===== src/rtl/sine_capture.sv =====
// Measures period and peak levels of an offset-binary waveform between rising midscale crossings.
// Define SINE_CAPTURE_HYST_EN to lower the arm threshold to 512-HYST.
module sine_capture #(
  parameter int MAX_PERIOD = 4095,
  parameter int HYST       = 16
) (
  input  logic        clk,
  input  logic        rst_n,
  input  logic        sample_valid,
  input  logic [9:0]  sample,
  output logic [11:0] period,
  output logic [9:0]  peak_max,
  output logic [9:0]  peak_min,
  output logic        result_valid,
  output logic        locked,
  output logic        timeout
);

  typedef enum logic [1:0] {
    S_IDLE    = 2'd0,
    S_ARMED   = 2'd1,
    S_MEASURE = 2'd2
  } state_t;

`ifdef SINE_CAPTURE_HYST_EN
  localparam bit HYST_ON = 1'b1;
`else
  localparam bit HYST_ON = 1'b0;
`endif

  localparam logic [9:0]  MID    = 10'd512;
  localparam logic [9:0]  ARM_TH = HYST_ON ? 10'(512 - HYST) : 10'd512;
  localparam logic [11:0] MAXP   = 12'(MAX_PERIOD);

  state_t      r_state;
  state_t      w_next;
  logic        r_armed;
  logic [11:0] r_count;
  logic [9:0]  r_run_max;
  logic [9:0]  r_run_min;
  logic        w_arm;
  logic        w_cross;
  logic        w_cnt_full;
  logic        w_start;
  logic        w_latch;
  logic        w_tmo;
  logic [11:0] w_count_inc;

  assign w_arm       = (sample < ARM_TH);
  assign w_cross     = r_armed && (sample >= MID);
  assign w_count_inc = r_count + 12'd1;
  // A crossing always wins over the limit, so only non-crossing samples may time out.
  assign w_cnt_full  = (w_count_inc == MAXP);

  // State register
  always_ff @(posedge clk or negedge rst_n) begin
    if (!rst_n) begin
      r_state <= S_IDLE;
    end else begin
      r_state <= w_next;
    end
  end

  // Next-state logic, advanced only by accepted samples
  always_comb begin
    w_next = r_state;
    if (sample_valid) begin
      case (r_state)
        S_IDLE: begin
          if (w_arm) w_next = S_ARMED;
          else       w_next = S_IDLE;
        end
        S_ARMED: begin
          if (w_cross)         w_next = S_MEASURE;
          else if (w_cnt_full) w_next = S_IDLE;
          else                 w_next = S_ARMED;
        end
        S_MEASURE: begin
          if (!w_cross && w_cnt_full) w_next = S_IDLE;
          else                        w_next = S_MEASURE;
        end
        default: w_next = S_IDLE;
      endcase
    end else begin
      w_next = r_state;
    end
  end

  // Control strobes decoded from state and the accepted sample
  always_comb begin
    w_start = 1'b0;
    w_latch = 1'b0;
    w_tmo   = 1'b0;
    if (sample_valid) begin
      case (r_state)
        S_ARMED: begin
          w_start = w_cross;
          w_tmo   = !w_cross && w_cnt_full;
        end
        S_MEASURE: begin
          w_start = w_cross;
          w_latch = w_cross;
          w_tmo   = !w_cross && w_cnt_full;
        end
        default: begin
          w_start = 1'b0;
          w_latch = 1'b0;
          w_tmo   = 1'b0;
        end
      endcase
    end else begin
      w_start = 1'b0;
      w_latch = 1'b0;
      w_tmo   = 1'b0;
    end
  end

  // Datapath: arm flag, sample counter, running extremes and registered results
  always_ff @(posedge clk or negedge rst_n) begin
    if (!rst_n) begin
      r_armed      <= 1'b0;
      r_count      <= 12'd0;
      r_run_max    <= 10'd0;
      r_run_min    <= 10'd1023;
      period       <= 12'd0;
      peak_max     <= 10'd0;
      peak_min     <= 10'd1023;
      result_valid <= 1'b0;
      locked       <= 1'b0;
      timeout      <= 1'b0;
    end else begin
      result_valid <= w_latch;
      timeout      <= w_tmo;

      if (w_tmo)                      r_armed <= 1'b0;
      else if (sample_valid && w_cross) r_armed <= 1'b0;
      else if (sample_valid && w_arm)   r_armed <= 1'b1;
      else                            r_armed <= r_armed;

      if (w_start)                                 r_count <= 12'd1;
      else if (w_tmo)                              r_count <= 12'd0;
      else if (sample_valid && r_state != S_IDLE)  r_count <= w_count_inc;
      else                                         r_count <= r_count;

      if (w_start) begin
        r_run_max <= sample;
        r_run_min <= sample;
      end else if (sample_valid && r_state == S_MEASURE) begin
        r_run_max <= (sample > r_run_max) ? sample : r_run_max;
        r_run_min <= (sample < r_run_min) ? sample : r_run_min;
      end else begin
        r_run_max <= r_run_max;
        r_run_min <= r_run_min;
      end

      // The crossing sample opens the next cycle, so latch before reloading.
      if (w_latch) begin
        period   <= r_count;
        peak_max <= r_run_max;
        peak_min <= r_run_min;
      end else begin
        period   <= period;
        peak_max <= peak_max;
        peak_min <= peak_min;
      end

      if (w_latch)    locked <= 1'b1;
      else if (w_tmo) locked <= 1'b0;
      else            locked <= locked;
    end
  end

endmodule

===== config.mk =====
export PLATFORM = sky130hd
export DESIGN_NAME = sine_capture
export DESIGN_NICKNAME = d
export VERILOG_FILES = /design/src/rtl/sine_capture.sv
export SDC_FILE = /design/constraint.sdc
export NUM_CORES = 1
export LEC_CHECK = 0
export CAP_MARGIN = 10
export CELL_PAD_IN_SITES_DETAIL_PLACEMENT = 1
export CELL_PAD_IN_SITES_GLOBAL_PLACEMENT = 1
export CORE_MARGIN = 5
export CORE_UTILIZATION = 39
export CTS_CLUSTER_SIZE = 16
export DETAILED_ROUTE_END_ITERATION = 8
export GPL_TIMING_DRIVEN = 0
export PLACE_DENSITY_LB_ADDON = 0.1
export SETUP_SLACK_MARGIN = 0.15
export SLEW_MARGIN = 20
export SYNTH_ARGS = -nofsm -noshare
export SYNTH_HDL_FRONTEND = slang
export SYNTH_SLANG_ARGS = --single-unit

===== constraint.sdc =====
create_clock -name clk -period 1.9 [get_ports clk]
set_input_delay 0.19 -clock clk [delete_from_list [all_inputs] [get_ports clk]]
set_output_delay 0.19 -clock clk [all_outputs]
set_load 0.02 [all_outputs]

# After elaboration in Yosys (flattened, before gate mapping)
# Cells that the tools add are included.
# Widths: inputs -> output; s select.
# classes
add_sub_neg	1
n_lt_le_gt_ge	4
eq_ne	3
reduce_logical	18
n_mux	25
# op_table
cell	n
$mux 10	6
$mux 12	3
$mux 1	13
$add 12x1->12 const B	1
$eq 12x12->1 const B	1
$ge 10x10->1 const B	1
$gt 10x10->1	1
$lt 10x10->1	1
$lt 10x10->1 const B	1
$reduce_bool 2->1	5
$logic_and 1x1->1	6
$pmux 2 s3	1
$reduce_bool 3->1	2
$mux 2	2
$reduce_and 2->1	2
$eq 2x1->1 const B	1
$eq 2x2->1 const B	1
$logic_not 2->1	1
$reduce_or 2->1	1
$logic_not 1->1	1
# word_totals
regBits	70
inputBits	13
out_inout_bits	35
elab_cells	62

# Longest topological paths before layout
# depth
depth_word	8
mapped_depth	8
depth_no_buf	7

# Least setup slack after synthesis
# Ideal clock, no wire load.
# synth_timing
path_type	register to register
start	reg r_run_min[9]
end	reg r_run_min[0]
setup_ps	65
t_required_ps	1835
n_path_buf	2
stages_incl_launch_ff	8
setup_slack_ps	-113
arrival_ps	1948
cell_sequence	dfstp_2 -> inv_1 -> ha_1 -> a211oi_2 -> buf_2 -> buf_2 -> nand4_1 -> nand3_1
# synth_between
elab_chain_cells	3
# synth_lines
item	line	rtl
start: declaration	40	logic [9:0] r_run_min;
start signal: assignment	147	r_run_min <= sample;
start signal: assignment	150	r_run_min <= (sample < r_run_min) ? sample : r_run_min;
start signal: assignment	153	r_run_min <= r_run_min;
$lt 10x10->1	150	
$reduce_bool 2->1 (no source line)	--	
$reduce_and 2->1 (no source line)	--	
# Every way passes these cells.
# A chain may end at the register's enable or synchronous reset.

# Final worst setup path
# layout_timing
start	reg r_run_max[3]
end	reg r_run_max[7]
# layout_between
elab_chain_cells	3
# layout_lines
item	line	rtl
start: declaration	39	logic [9:0] r_run_max;
start signal: assignment	146	r_run_max <= sample;
start signal: assignment	149	r_run_max <= (sample > r_run_max) ? sample : r_run_max;
start signal: assignment	152	r_run_max <= r_run_max;
$gt 10x10->1	149	
$reduce_bool 2->1 (no source line)	--	
$reduce_and 2->1 (no source line)	--	
# Every way passes these cells.

==> impl_metrics.json <==
{
  "dp_hpwl_mm": 7.95,
  "mostFrequentLayoutCells": "nand2_1, dfrtp_1, clkdlybuf4s50_1, buf_4, nand3_1",
  "firstDrtPassIters": 4,
  "powerDensity_mw_per_mm2": 1460,
  "ys_warn_count": 0,
  "fmax_mhz": 478,
  "fin_crit_sh_pct": 110,
  "gp_congestion": 0.796,
  "die_w_um": 110,
  "slew_viol_final": 0,
  "synth_cells": 412,
  "drtAntennaViolNets": 0,
  "cts-root-buf": "clkbuf_8",
  "syn-num-nets": 450,
  "grt_pass1_vias": 3684,
  "setup_viol": 23,
  "clock_path_buffers": 2,
  "num_vias": 3545,
  "crit_required_ns": 2.14,
  "worst_slew_pin_slew_ns": 0.804,
  "multi_input_area_mm2": 0.00244,
  "dpl-instance-area_mm2": 0.00468,
  "numPortBuffers": 47,
  "synth_top_area_cell": "dfrtp_1",
  "leakage_nw": 2.38,
  "synth_edf_count": 0,
  "insertion_delay_ns": 0.36,
  "ys_seq_area_share_pct": 45.5,
  "core_mm2": 0.00977,
  "n_fill_cell": 1078,
  "final_common_cell": "nand2_1",
  "netlist.area_leader.share_pct": 32.0,
  "numClockSinks": 70,
  "drtIter0Drc": 175,
  "hold-worst-slack_ns": 0.238,
  "finalCriticalPeriod_ns": 2.09,
  "finalNonFillerCells": 647,
  "fin_skew_ns": 0.00997,
  "start_util_pct": 40.0,
  "fin_setup_tns_ns": -3.26,
  "wl_mm": 12.8,
  "hp-class": "in -> reg",
  "synth_xor_area_share_pct": 2.69,
  "antenna_found_initial": 0,
  "hold_viol_final": 0,
  "syn_to_final_growth_pct": 44.8,
  "routed_wire_length_per_instance_um": 19.8,
  "synth_top_family_by_area": "simple AND/OR/NAND/NOR gates",
  "worst_setup_path_end_kind": "flop",
  "clkTransAtPathRegs_ns": 0.08,
  "route.detailed.drc": 0,
  "synth-compound-area-share_pct": 13.7,
  "grt_usage_pct": 21.6,
  "status": "finished, violations left",
  "synthAdderAreaFrac_pct": 8.01,
  "yosys_most_used_dff": "dfrtp_1",
  "viasPerCell": 5.48,
  "htreeDepth": 3,
  "critPathKind": "reg -> reg",
  "stdcell_area_mm2": 0.00566,
  "synth_cell_types": 52,
  "place_inst": 593,
  "maxSlewHeadroom_pct": 46.2,
  "syn-mean-instance-area_um2": 9.48,
  "synth-simple-area-share_pct": 21.3,
  "drive_above_1_share_pct": 35.0,
  "die_h_um": 110,
  "seq_area_mm2": 0.00178,
  "n_antenna_cell": 0,
  "rsz0062_at_grt": "true",
  "worst-endpoint-arrival_ns": 2.33,
  "synthMuxAreaShare_pct": 3.36,
  "grt_max_degree": 51,
  "nNetsFinal": 547,
  "synthArstFlopShare_pct": 100,
  "ys_ff_latch": 70,
  "drv_cap": 0,
  "peakVddDrop_mv": 0.712,
  "yosys-top-cells-area": "dfrtp_1, dfstp_2, ha_1",
  "crit_path_start_kind": "flop",
  "floorplan.rows": 36,
  "fin_ws_ns": -0.191,
  "cts_inserted_buffers": 9,
  "cts_tree": "done",
  "violations": "setup timing",
  "cp_max_fo": 8,
  "overflow": 0,
  "syn-cell-area_mm2": 0.00390,
  "io-pin-count": 48,
  "grt_pass1_wl_mm": 19.7,
  "die-area_mm2": 0.0121,
  "totalPowerFinal_mw": 8.23
}
[routing by layer]
metal  global-route usage (%)  vias up  wire length [um]  part of all wire, %
li1                         -     1674                 -                    -
met1                     28.7     1776              5680                   44
met2                     35.6       76              6400                   50
met3                     3.73       19               511                  4.0
met4                     7.21        0               216                  1.7
met5                        0        -                 0                    0
[repair_timing]
item | CTS | global route
gates resized for setup | 81 | 52
pin swaps | 26 | 25
endpoints found under the setup margin | 68 | 66
setup buffers | 22 | 12
hold buffers | 1 | 0
gates cloned | 3 | 0
hold endpoints to repair | 16 | 0
[power breakdown]
| part | switching, mW | internal [mW] |
|---|---|---|
| Sequential | 0.403 | 2.18 |
| Clock | 0.595 | 0.471 |
| Combinational | 2.33 | 2.26 |
| Total | 3.32 | 4.91 |
[metrics by stage]
step	utilization (%)	setup slack [ns]
5_1_grt	57.9	-0.253
3_5_place_dp	47.9	-0.881
6_report	57.9	-0.191
2_1_floorplan	-	-0.0549
3_3_place_gp	47.7	-2.12
4_1_cts	55.1	-0.124
[critical path: stages, from the launching register on]
cell	delay, ns
dfrtp_1	0.37
inv_2	0.06
ha_4	0.27
nand4_1	0.15
buf_4	0.19
o311ai_4	0.35
o21ai_4	0.12
buf_12	0.16
mux2_4	0.30
[synth_stat cells, types with 6 or more instances]
library cell  instances
nor2_1               12
dfrtp_1              50
o211ai_1             11
clkbuf_1              8
dfstp_2              20
mux2_2                9
xor2_1                8
nor3_1               13
nand4_1              18
ha_1                 25
o21ai_0              25
nand2_1              80
inv_1                25
o311a_1               8
nand3_1              24
a21oi_1               6
[logic make-up after synthesis]
group | Yosys count
xor gates and xnor gates | 12
and+or+nand+nor | 172
DFF | 70
buffers and inverters | 46
muxes | 12
AOI/OAI and AO/OA | 75
adders and majority gates | 25
[final timing paths]
kind / startpoint / to / slack (ns) / depth (start not counted)
max: r_run_max[3]$_DFFE_PN0P_ / r_run_max[7]$_DFFE_PN0P_ / -0.19 / 8
min: sample[2] / r_run_min[2]$_DFFE_PN1P_ / 0.24 / 3
max reg2reg: r_run_max[3]$_DFFE_PN0P_ / r_run_max[7]$_DFFE_PN0P_ / -0.19 / 8
min reg2reg: peak_min[3]$_DFFE_PN1P_ / peak_min[3]$_DFFE_PN1P_ / 0.47 / 2
max in group asynchronous: rst_n / peak_min[3]$_DFFE_PN1P_ / 1.01 / 3
min in group asynchronous: rst_n / period[4]$_DFFE_PN0P_ / 0.28 / 2
[sequential cells by signal (all words and copies together) (netlist names)]
register      count
timeout           1
peak_max         10
period           12
result_valid      1
r_armed           1
r_run_max        10
peak_min         10
r_state           2
r_run_min        10
locked            1
r_count          12
[area by class of cell]
| type | count | area share, % |
|---|---|---|
| well taps | 133 | 2.94 |
| repair buffers | 86 | 14.7 |
| flip-flops and latches | 70 | 31.5 |
| clock inverters | 4 | 0.442 |
| multi-input cells | 296 | 43.2 |
| plain buffers | 21 | 3.08 |
| inverters | 25 | 1.70 |
| clock buffers | 12 | 2.39 |
(Power assumes the default switching activity.)
